$ cat src/rtl/fetch_seq.sv
// Instruction fetch sequencer: PC with priority-ordered jump/branch/call/ret,
// a return-address stack, sticky halt/error flags and a saturating cycle counter.
module fetch_seq #(
  parameter int PW = 10,
  parameter int OW = 6,
  parameter int SD = 4,
  parameter int CW = 16,
  localparam int DW = $clog2(SD + 1)
) (
  input  logic          CLK,
  input  logic          start,
  input  logic          stall,
  input  logic          jump_en,
  input  logic          branch_en,
  input  logic          call_en,
  input  logic          ret_en,
  input  logic          halt_req,
  input  logic [PW-1:0] target,
  input  logic [OW-1:0] offset,
  output logic [PW-1:0] PC,
  output logic          halt,
  output logic [CW-1:0] cycle_ct,
  output logic [DW-1:0] depth,
  output logic          stack_err
);

  logic [PW-1:0] pc_reg, pc_next;
  logic          halt_reg, halt_next;
  logic [CW-1:0] ct_reg, ct_next;
  logic [DW-1:0] depth_reg, depth_next;
  logic          err_reg, err_next;
  logic          push;
  logic [PW-1:0] pc_plus1;
  logic [PW-1:0] off_ext;
  logic [PW-1:0] stack_top;
  logic [PW-1:0] stack_mem [SD];

  assign pc_plus1 = pc_reg + 1'b1;

  always_comb begin
    off_ext = {PW{offset[OW-1]}};
    off_ext[OW-1:0] = offset;
  end

  // Top-of-stack read; an empty stack is caught before this value is used.
  always_comb begin
    stack_top = '0;
    for (int i = 0; i < SD; i++) begin
      if (DW'(i) == depth_reg - 1'b1) stack_top = stack_mem[i];
    end
  end

  always_comb begin
    pc_next    = pc_reg;
    halt_next  = halt_reg;
    depth_next = depth_reg;
    err_next   = err_reg;
    push       = 1'b0;
    if (!halt_reg) begin
      if (halt_req) begin
        halt_next = 1'b1;
      end else if (stall) begin
        pc_next = pc_reg;
      end else if (ret_en) begin
        if (depth_reg == '0) begin
          err_next  = 1'b1;
          halt_next = 1'b1;
        end else begin
          pc_next    = stack_top;
          depth_next = depth_reg - 1'b1;
        end
      end else if (call_en) begin
        if (depth_reg == DW'(SD)) begin
          err_next  = 1'b1;
          halt_next = 1'b1;
        end else begin
          push       = 1'b1;
          pc_next    = target;
          depth_next = depth_reg + 1'b1;
        end
      end else if (jump_en) begin
        pc_next = target;
      end else if (branch_en) begin
        pc_next = pc_reg + off_ext;
      end else begin
        pc_next = pc_plus1;
      end
    end
  end

  // Counter runs on every non-halted cycle, including the one that raises halt.
  always_comb begin
    ct_next = ct_reg;
    if (!halt_reg && ct_reg != '1) ct_next = ct_reg + 1'b1;
  end

  always_ff @(posedge CLK) begin
    if (start) begin
      pc_reg    <= '0;
      halt_reg  <= 1'b0;
      ct_reg    <= '0;
      depth_reg <= '0;
      err_reg   <= 1'b0;
    end else begin
      pc_reg    <= pc_next;
      halt_reg  <= halt_next;
      ct_reg    <= ct_next;
      depth_reg <= depth_next;
      err_reg   <= err_next;
    end
  end

  // Stack contents are not cleared by start; depth alone defines validity.
  always_ff @(posedge CLK) begin
    for (int i = 0; i < SD; i++) begin
      if (!start && push && depth_reg == DW'(i)) stack_mem[i] <= pc_plus1;
    end
  end

  assign PC        = pc_reg;
  assign halt      = halt_reg;
  assign cycle_ct  = ct_reg;
  assign depth     = depth_reg;
  assign stack_err = err_reg;

endmodule

$ cat config.mk
export PLATFORM = sky130hd
export DESIGN_NAME = fetch_seq
export DESIGN_NICKNAME = d
export VERILOG_FILES = /design/src/rtl/fetch_seq.sv
export SDC_FILE = /design/constraint.sdc
export NUM_CORES = 1
export LEC_CHECK = 0
export BUFFER_PORTS_ARGS = -buffer_cell sky130_fd_sc_hd__buf_2
export CORE_MARGIN = 3
export CORE_UTILIZATION = 40
export CTS_BUF_LIST = sky130_fd_sc_hd__clkbuf_16
export CTS_CLUSTER_SIZE = 30
export DETAILED_ROUTE_END_ITERATION = 8
export PLACE_DENSITY_LB_ADDON = 0.08
export SYNTH_ARGS = -nofsm -noshare
export SYNTH_HDL_FRONTEND = slang
export SYNTH_SLANG_ARGS = --single-unit
$ cat constraint.sdc
create_clock -name CLK -period 5.4 [get_ports CLK]
set_input_delay 0.27 -clock CLK [delete_from_list [all_inputs] [get_ports CLK]]
set_output_delay 0.27 -clock CLK [all_outputs]
set_load 0.01 [all_outputs]
==> out/qor.yml, run 1 <==
run_status:
  status: "complete, no violations"
detailed_routing:
  drt-total-wl_um: 9441
  first_pass_iters: 4
  antenna_left: 0
  drc: 0
  vias: 2966
  drtIter0Drc: 179
  wl_per_cell_um: 16.92
  viasPerCell: 5.315
clocking:
  clk_pin_slew_ps: 60
  cts_tree: "yes"
  cts_made_buffers: 9
  cts_max_level: 3
  clock_sink_count: 71
  root_buffer: "clkbuf_16"
  worstSkewPairLatency_ps: 330
  post_cts_buffers: 0
  post_cts_resized: 0
  cts_hold_buffers: 0
  clockBufferDepth: 2
layout:
  drive_gt1_frac: 0.1818
  final_util: 0.4810
  multi_input_area_mm2: 0.001888
  final_net_count: 468
  regArea_mm2: 0.001822
  largest_register: "stack_mem"
  fill_cells: 931
  largest_register_ffs: 40
  syn2layout_area_growth_pct: 16.75
  final_area_mm2: 0.004466
  antenna-diode-count: 0
sta:
  slew_headroom: 0.3186
  fin_skew_ps: 7.251
  report.final.slew_viol_count: 0
  fmaxAchievable_mhz: 383.3
  period_needed_ps: 2609
  rsz0062_at_grt: "false"
  tightest_slew_ps: 1018
  fin_crit_sh: 0.4831
  fin_ws_ps: 2791
  setup-tns-final_ps: 0
  setup_viol: 0
  hold_viol_final: 0
critical_path:
  worstSetupEndpointType: "flop"
  cpMaxStageDelayCell: "nor2b_1"
  path_cells: "inv_1 > ha_1 > nor2b_1 > a221oi_1 > o31ai_1 > a21oi_1 > a211oi_1"
  start_kind: "flop"
  arrival_ps: 2830
  worstPathRequired_ps: 5620
  criticalPathCategory: "flop to flop"
  slowest_delay_ps: 660
  crit_fanout: 12
synth:
  ys_seq_area_frac: 0.4763
  synth_edf_count: 40
  ys_top_cells_by_count: "edfxtp_1 (40), nor2_1 (38), dfxtp_1 (31)"
  synth_area_leaders: "edfxtp_1 (31%), dfxtp_1 (16%), ha_1 (6.2%), nor2_1 (3.7%), xnor2_1 (3.7%)"
  yosysUniqueCellTypes: 59
  async_flop_share: 0
  synth_cells: 378
  synthFlopType: "edfxtp_1"
  yosysTopAreaCell: "edfxtp_1"
  synth_seq_cells: 71
  yosysWarningCount: 0
  yosysMostFrequentCell: "edfxtp_1"
  synth_top_cell_area_share: 0.3140
  syn_area_mm2: 0.003825
  syn-num-nets: 422
  syn_avg_cell_area_um2: 10.12
global_routing:
  grt_overflow_total: 0
  grt_antenna_before_repair: 0
  grtUsageMet2: 0.2664
  grt_max_degree: 37
  grt_pass1_vias: 2873
  grt_first_pass_wirelength_um: 15290
  use_met3: 0.04174
  grt_usage: 0.1793
  grtUsageMet1: 0.2619
  busiest_layer: "met2"
floorplanning:
  rows: 35
  initial_core_util: 0.4120
  die_area_mm2: 0.01077
  die_x_um: 103.8
  die_h_um: 103.8
  core_area_mm2: 0.009284
  pin_count: 55
pwr:
  total_power_mw: 1.291
  p_leak_nw: 1.732
  power_density_mw_per_mm2: 289.1
  ir_worst_vdd_uv: 166.4
placement:
  placed_area_mm2: 0.004179
  gp_congestion: 0.8447
  dp_slack_ps: 2806
  numPortBuffers: 54
  place_hpwl_um: 6736
flow_run:
  maxCapViolCount: 0
hold_path:
  hold_class: "primary input to flop"
-- stage by stage --
stage	hold slack (ps)	std cells
after floorplan	394.6	378
after global placement	472.3	542
after detailed placement	489.7	542
after CTS	190.0	558
after global routing	237.1	558
final	197.2	558
-- worst max-delay path: cells and delay by family (launching register included) --
family	cells	cell delay, ps
and+or+nand+nor	1	660
DFF	1	430
adders and majority gates	1	380
AOI/OAI and AO/OA	4	900
buffers and inverters	1	140
-- final cells by class --
cell class	instances	area share
multi-input combinational	278	0.4228
sequential	71	0.4080
timing repair buffer	54	0.06052
clock buffer	9	0.05043
tap	129	0.03614
clock inverter	7	0.01373
inverter	10	0.008406
-- cell families (layout without fill, tap and decap cells) --
family                   count (synthesis)  count (layout)  synth area share
AND/OR/NAND/NOR                        139             139            0.1865
AO/OA/AOI/OAI                           84              84            0.1577
flip-flops                              71              71            0.4763
XOR/XNOR                                30              30           0.06869
buffers and inverters                   29              80           0.03010
adder cells (fa/ha/maj)                 20              20           0.06739
multiplexers                             5               5           0.01341
-- power by group --
| part | total (mW) | internal, mW | switching [mW] |
|---|---|---|---|
| Sequential | 0.594 | 0.579 | 0.0145 |
| Combinational | 0.132 | 0.0520 | 0.0801 |
| Clock | 0.565 | 0.320 | 0.246 |
| Total | 1.29 | 0.951 | 0.340 |
-- layout by cell type (no fill, tap or decap), types with 3 or more instances in the layout --
master,count
nor3_1,8
ha_1,19
nor2b_1,13
nand3_1,14
nor3b_1,3
nand4_1,9
or3_1,3
inv_1,10
a211o_1,4
nor2_1,38
nand2b_1,3
clkbuf_16,9
nand2_1,25
xnor2_1,16
inv_6,3
buf_2,54
xor2_1,14
and4_1,3
and3_1,3
a21oi_1,19
a221oi_1,9
dfxtp_1,31
mux2i_1,4
edfxtp_1,40
and2_1,8
a211oi_1,4
o21ai_0,10
o211ai_1,5
o31ai_1,7
-- path summary, 6_finish.rpt --
kind,from,end,slack [ps],cells past startpoint
worst max-delay path,depth[0],PC[0],2790,7
worst min-delay path,halt_req,halt,200,3
worst max register to register,depth[0],PC[0],2790,7
worst min register to register,stack_err,stack_err,510,2
-- metal layers --
metal	vias to the layer above	wire [um]
li1	1485	-
met1	1395	4709
met2	78	4120
met3	8	533
met4	0	78
met5	-	0
Note: power is estimated with default switching activity, not from simulation.
==> inputs of run 2 (changes only) <==
--- a/config.mk
+++ b/config.mk
@@ -5,6 +5,7 @@
 export SDC_FILE = /design/constraint.sdc
 export NUM_CORES = 1
 export LEC_CHECK = 0
+export ABC_AREA = 1
 export BUFFER_PORTS_ARGS = -buffer_cell sky130_fd_sc_hd__buf_2
 export CORE_MARGIN = 3
 export CORE_UTILIZATION = 40
==> constraint.sdc (replaced) <==
create_clock -name CLK -period 2.5 [get_ports CLK]
set_input_delay 0.125 -clock CLK [delete_from_list [all_inputs] [get_ports CLK]]
set_output_delay 0.125 -clock CLK [all_outputs]
set_load 0.01 [all_outputs]
==> run 2 against run 1 <==
Net effect:
- cell area is 9.9% higher
- worst setup slack worse by 2500 ps
- flip-flop and latch count is the same
- sequential power increased by 120%
- clock power rose by 120%
- count of clock-buffer cells in the layout stayed put
- die area increased by 8.2%
- critical endpoint is now PC[8]
==> out/qor.yml, run 2 <==
critical_path:
  worstSetupEndpointType: "flop"
  reg2reg_from: "depth[0]"
  crit_fanout: 10  # -2
  criticalPathCategory: "flop to flop"
  reg2reg_slack_ps: 330  # -2460 ps
  slowest_delay_ps: 420  # -240 ps
  rr_worst_depth: 10  # +3
  r2r-end: "PC[8]"
  critPathBufInv: 1  # unchanged
  worstPathRequired_ps: 2750  # -2870 ps
  crit_family: "simple AND/OR/NAND/NOR gates"
  cpMaxStageDelayCell: "dfxtp_1"
  path_cells: "inv_1 > ha_1 > xor2_1 > nor2_2 > nand2_1 > o21ai_0 > nand2_1 > a21oi_1 > nor2_1 > a21oi_1"
  start_kind: "flop"
  arrival_ps: 2420  # -410 ps
clocking:
  clock_sink_count: 71  # unchanged
  cts_hold_buffers: 0  # unchanged
  clk_pin_slew_ps: 60  # about the same
  cts_tree: "yes"
  root_buffer: "clkbuf_16"
  cts_max_level: 3  # unchanged
  post_cts_buffers: 0  # unchanged
  clockBufferDepth: 2  # unchanged
  cts_made_buffers: 9  # unchanged
  worstSkewPairLatency_ps: 330  # about the same
synth:
  synth-xor-area-share: 0.03341  # -0.03528
  ys_top_cells_by_count: "nand2_1 (155), inv_1 (59), nor2_1 (45)"
  synthMuxAreaShare: 0  # -0.01341
  synth-simple-area-share: 0.2754  # +0.08898
  synth_compound_area_frac: 0.1186  # -0.03907
  yosysTopAreaCell: "edfxtp_1"
  syn_avg_cell_area_um2: 7.585  # -25%
  yosysWarningCount: 0  # unchanged
  yosysUniqueCellTypes: 31  # -47%
  ys_seq_area_frac: 0.4383  # -0.03799
  yosys.area_share.adder: 0.06201  # -0.005375
  synth_cells: 548  # +45%
  synthFlopType: "edfxtp_1"
  syn-num-nets: 592  # +40%
  synth_edf_count: 40  # unchanged
  synth_top_cell_area_share: 0.2890  # -0.02505
  synth_seq_cells: 71  # unchanged
  synth_area_leaders: "edfxtp_1 (29%), dfxtp_1 (15%), nand2_1 (14%), ha_1 (5.7%), inv_1 (5.3%)"
  async_flop_share: 0  # unchanged
  syn_area_mm2: 0.004156  # +8.7%
  yosysMostFrequentCell: "nand2_1"
  synth_top_family_by_area: "simple AND/OR/NAND/NOR gates"
floorplanning:
  initial_core_util: 0.4175  # +0.005552
  die_area_mm2: 0.01165  # +8.2%
  rows: 36  # +2.9%
  core_area_mm2: 0.009955  # +7.2%
  die_x_um: 107.9  # +4.0%
  die_h_um: 107.9  # +4.0%
  pin_count: 55  # unchanged
layout:
  antenna-diode-count: 0  # unchanged
  drive_gt1_frac: 0.1410  # -0.04081
  multi_input_area_mm2: 0.002037  # +7.9%
  largest_register_ffs: 40  # unchanged
  largest_register: "stack_mem"
  fill_cells: 982  # +5.5%
  layout_common_cells: "nand2_1 (154), inv_1 (59), buf_2 (54), nor2_1 (45)"
  regArea_mm2: 0.001822  # unchanged
  final_area_mm2: 0.004910  # +9.9%
  syn2layout_area_growth_pct: 18.12
  final_net_count: 656  # +40%
  final_common_cell: "nand2_1"
placement:
  gp_congestion: 0.8793  # +4.1%
  placed_area_mm2: 0.004619  # +11%
  place_hpwl_um: 8292  # +23%
  dp_slack_ps: 274.5  # -2531 ps
  numPortBuffers: 54  # unchanged
sta:
  setup-tns-final_ps: 0  # unchanged
  tightest_slew_ps: 590.2  # -428.1 ps
  fin_skew_ps: 11.69  # +4.435 ps
  hold_viol_final: 0  # unchanged
  fin_crit_sh: 0.8667  # +0.3836
  report.final.slew_viol_count: 0  # unchanged
  holdWs_ps: 88.38  # -108.9 ps
  fin_ws_ps: 333.1  # -2458 ps
  slew_headroom: 0.6052  # +0.2866
  setup_viol: 0  # unchanged
  period_needed_ps: 2167  # -441.9 ps
  fmaxAchievable_mhz: 461.5  # +20%
  rsz0062_at_grt: "false"
global_routing:
  grt_antenna_before_repair: 0  # unchanged
  grt_first_pass_wirelength_um: 18470  # +21%
  grt_usage: 0.2004  # +0.02106
  grt_pass1_vias: 3662  # +27%
  grt_overflow_total: 0  # unchanged
  grt_max_degree: 21  # -43%
detailed_routing:
  drc: 0  # unchanged
  first_pass_iters: 4  # unchanged
  wl_per_cell_um: 15.04  # -11%
  drt-total-wl_um: 11280  # +19%
  drtIter0Drc: 208  # +16%
  viasPerCell: 5.069  # -4.6%
  antenna_left: 0  # unchanged
  vias: 3802  # +28%
hold_path:
  hp-start: "stall"
  hold_class: "primary input to flop"
  hold_end: "halt"
  hold_depth: 4  # +1
run_status:
  status: "complete, no violations"
pwr:
  p_leak_nw: 2.176  # +26%
  total_power_mw: 2.958  # +130%
  power_density_mw_per_mm2: 602.5  # +110%
  ir_worst_vdd_uv: 333.1  # +100%
flow_run:
  maxCapViolCount: 0  # unchanged
-- run 2: kinds of logic after synthesis --
kind of cell	count (synthesis)
buffers and inverters	76
adders and majority gates	20
and+or+nand+nor	272
DFF	71
xor gates and xnor gates	15
AOI/OAI and AO/OA	94
-- run 2: cell type report --
cell class	count	area share
Sequential cell	71	0.3711
Timing Repair Buffer	66	0.07339
Clock buffer	9	0.04587
Multi-Input combinational cell	401	0.4149
Tap cell	133	0.03389
Inverter	63	0.04817
Clock inverter	7	0.01274
-- run 2: stage by stage --
stage          utilization  std cells
3_3_place_gp        0.4641        734
6_report            0.4932        750
3_5_place_dp        0.4641        734
2_1_floorplan            -        548
5_1_grt             0.4932        750
4_1_cts             0.4930        750
-- run 2: worst max path at each step --
stage | start | endpoint | slack [ps] | depth (start not counted)
final | depth[0] | PC[8] | 330 | 10
after floorplan | depth[0] | stack_mem[1][0] | 580 | 5
after global routing | depth[0] | PC[4] | 80 | 12
after CTS | depth[0] | PC[8] | 230 | 11
after global placement | depth[0] | PC[8] | 360 | 11
after detailed placement | depth[0] | PC[8] | 270 | 11
-- run 2: worst register-to-register path, stage by stage, from the launching register on --
cell and delay, ps:
dfxtp_1 420, inv_1 130, ha_1 270, xor2_1 220
nor2_2 360, nand2_1 80, o21ai_0 120, nand2_1 110
a21oi_1 190, nor2_1 60, a21oi_1 140
-- run 2: where the power goes --
part / switching [mW] / internal (mW)
Sequential: 0.0326 / 1.26
Clock: 0.496 / 0.764
Combinational: 0.265 / 0.141
Total: 0.794 / 2.16
-- run 2: layer usage --
layer,vias to the layer above,GRT usage,routed length (um)
li1,1952,-,-
met1,1755,0.2853,5712
met2,80,0.3126,5051
met3,15,0.03642,367
met4,0,0.05771,148
met5,-,0,0
-- run 2: what timing repair did --
item,CTS,global route
resized for setup,0,1
endpoints found under the setup margin,0,1
endpoints found under the hold margin,0,0
==> inputs of run 3 (changes only) <==
--- a/config.mk
+++ b/config.mk
@@ -8,7 +8,7 @@
 export ABC_AREA = 1
 export BUFFER_PORTS_ARGS = -buffer_cell sky130_fd_sc_hd__buf_2
 export CORE_MARGIN = 3
-export CORE_UTILIZATION = 40
+export CORE_UTILIZATION = 25
 export CTS_BUF_LIST = sky130_fd_sc_hd__clkbuf_16
 export CTS_CLUSTER_SIZE = 30
 export DETAILED_ROUTE_END_ITERATION = 8
==> constraint.sdc (replaced) <==
create_clock -name CLK -period 2.5 [get_ports CLK]
set_input_delay 0.5 -clock CLK [delete_from_list [all_inputs] [get_ports CLK]]
set_output_delay 0.5 -clock CLK [all_outputs]
set_load 0.01 [all_outputs]
==> run 3 against run 2 <==
Net effect:
- clock power rose by 8%
- wire length rose by 6.0%
- global-route usage fell by 6.3 points
- highest routed layer unchanged
- cell area rose by 2.9%
==> out/qor.yml, run 3 (synthesis results as in run 2) <==
layout:
  largest_register: "stack_mem"
  final_net_count: 658  # +0.30%
  syn2layout_area_growth_pct: 21.52
  fin_cells: 835  # +11%
  drive_gt1_frac: 0.1438  # +0.002775
  final_area_mm2: 0.005051  # +2.9%
  layout_common_cells: "nand2_1 (155), inv_1 (59), buf_2 (54), nor2_1 (45)"
  final_common_cell: "nand2_1"
  largest_register_ffs: 40  # unchanged
  antenna-diode-count: 0  # unchanged
sta:
  hold_viol_final: 0  # unchanged
  period_needed_ps: 2130  # -36.92 ps
  fin_crit_sh: 0.8520  # -0.01477
  tightest_slew_ps: 900.3  # +310.1 ps
  report.final.slew_viol_count: 0  # unchanged
  fmaxAchievable_mhz: 469.5  # +1.7%
  setup-tns-final_ps: 0  # unchanged
  slew_headroom: 0.3976  # -0.2076
  rsz0062_at_grt: "false"
  fin_skew_ps: 5.672  # -6.015 ps
  setup_viol: 0  # unchanged
floorplanning:
  pin_count: 55  # unchanged
  core_area_mm2: 0.01606  # +61%
  die_area_mm2: 0.01821  # +56%
  die_x_um: 134.9  # +25%
  rows: 46  # +28%
  initial_core_util: 0.2588  # -0.1587
  die_h_um: 134.9  # +25%
clocking:
  cts_tree: "yes"
  root_buffer: "clkbuf_16"
  cts_max_level: 3  # unchanged
  worstSkewPairLatency_ps: 340  # about the same
  clk_pin_slew_ps: 60  # about the same
  post_cts_buffers: 0  # unchanged
  clock_sink_count: 71  # unchanged
  post_cts_resized: 0  # unchanged
  clockBufferDepth: 2  # unchanged
  cts_made_buffers: 9  # unchanged
  cts_hold_buffers: 0  # unchanged
detailed_routing:
  vias: 3697  # -2.8%
  antenna_left: 0  # unchanged
  drt-total-wl_um: 11960  # +6.0%
  drc: 0  # unchanged
  first_pass_iters: 4  # unchanged
  wl_per_cell_um: 14.32  # -4.8%
  drtIter0Drc: 196  # -5.8%
  viasPerCell: 4.428  # -13%
placement:
  dp.cells: 819  # +12%
  placed_area_mm2: 0.004738  # +2.6%
  gp_congestion: 0.8004  # -9.0%
  numPortBuffers: 54  # unchanged
  place_hpwl_um: 9123  # +10%
critical_path:
  start_kind: "flop"
  reg2reg_slack_ps: 370  # +40 ps
  crit_fanout: 10  # unchanged
  slowest_delay_ps: 340  # -80 ps
  crit_family: "simple AND/OR/NAND/NOR gates"
  cpMaxStageDelayCell: "nor2_2"
  worstPathRequired_ps: 2760  # about the same
  worstSetupEndpointType: "flop"
  arrival_ps: 2390  # -30 ps
  criticalPathCategory: "flop to flop"
  critPathBufInv: 2  # +1
  path_cells: "inv_1 > ha_1 > xor2_1 > buf_4 > nor2_2 > nand2_1 > o21ai_0 > nand2_1 > a21oi_1 > nor2_1 > a21oi_1"
pwr:
  p_leak_nw: 2.188  # +0.58%
  total_power_mw: 3.065  # +3.6%
  power_density_mw_per_mm2: 606.8  # +0.71%
  ir_worst_vdd_uv: 326.7  # -1.9%
flow_run:
  maxCapViolCount: 0  # unchanged
global_routing:
  grt_max_degree: 21  # unchanged
  grt_antenna_before_repair: 0  # unchanged
  grt_usage: 0.1374  # -0.06295
  grt_pass1_vias: 3601  # -1.7%
  grt_first_pass_wirelength_um: 19440  # +5.3%
  grt_overflow_total: 0  # unchanged
hold_path:
  hold_class: "primary input to flop"
run_status:
  status: "complete, no violations"
-- run 3: cell count changes in the layout (fill, tap and decap cells not counted) --
| cell | previous run | this run |
|---|---|---|
| nand2_2 | 2 | 1 |
| clkinvlp_4 | 1 | 2 |
| bufinv_16 | 1 | 2 |
| buf_4 | 12 | 14 |
| inv_6 | 1 | 0 |
| nand2_1 | 154 | 155 |
| clkinv_1 | 5 | 4 |
-- run 3: final cells by class --
cell class	instances	area, um^2
Sequential cell	71	1822
Tap cell	216	270.3
Clock inverter	7	87.58
Timing Repair Buffer	68	375.4
Clock buffer	9	225.2
Inverter	63	236.5
Multi-Input combinational cell	401	2034
Fill cell	1758	11010
-- run 3: worst paths after layout --
kind,startpoint,endpoint,cells past startpoint
setup reg to reg,depth[0],PC[8],11
hold reg to reg,stack_err,stack_err,2
setup / recovery,depth[0],PC[8],11
hold / removal,stall,halt,4
-- run 3: routing by layer --
metal,up-vias,part of all wire,GRT usage
li1,1965,-,-
met1,1669,0.51,0.1910
met2,57,0.45,0.2171
met3,6,0.034,0.03539
met4,0,0.0074,0.02856
met5,-,0,0
-- run 3: worst min-delay path: stages --
cell and delay (ps):
buf_2 90, nor2_1 50, inv_1 40, a21oi_1 50
-- run 3: stage by stage --
step,setup slack [ps],hold WS [ps],util
after global placement,160.1,455.4,0.2951
after floorplan,583.9,499.9,-
after CTS,301.9,429.9,0.3146
after detailed placement,148.1,456.8,0.2951
after global routing,64.49,457.1,0.3146
final,370.0,442.6,0.3146
-- run 3: where the power goes --
group	internal [mW]	switching [mW]
combinational	0.147	0.267
sequential	1.26	0.0315
clock	0.864	0.497
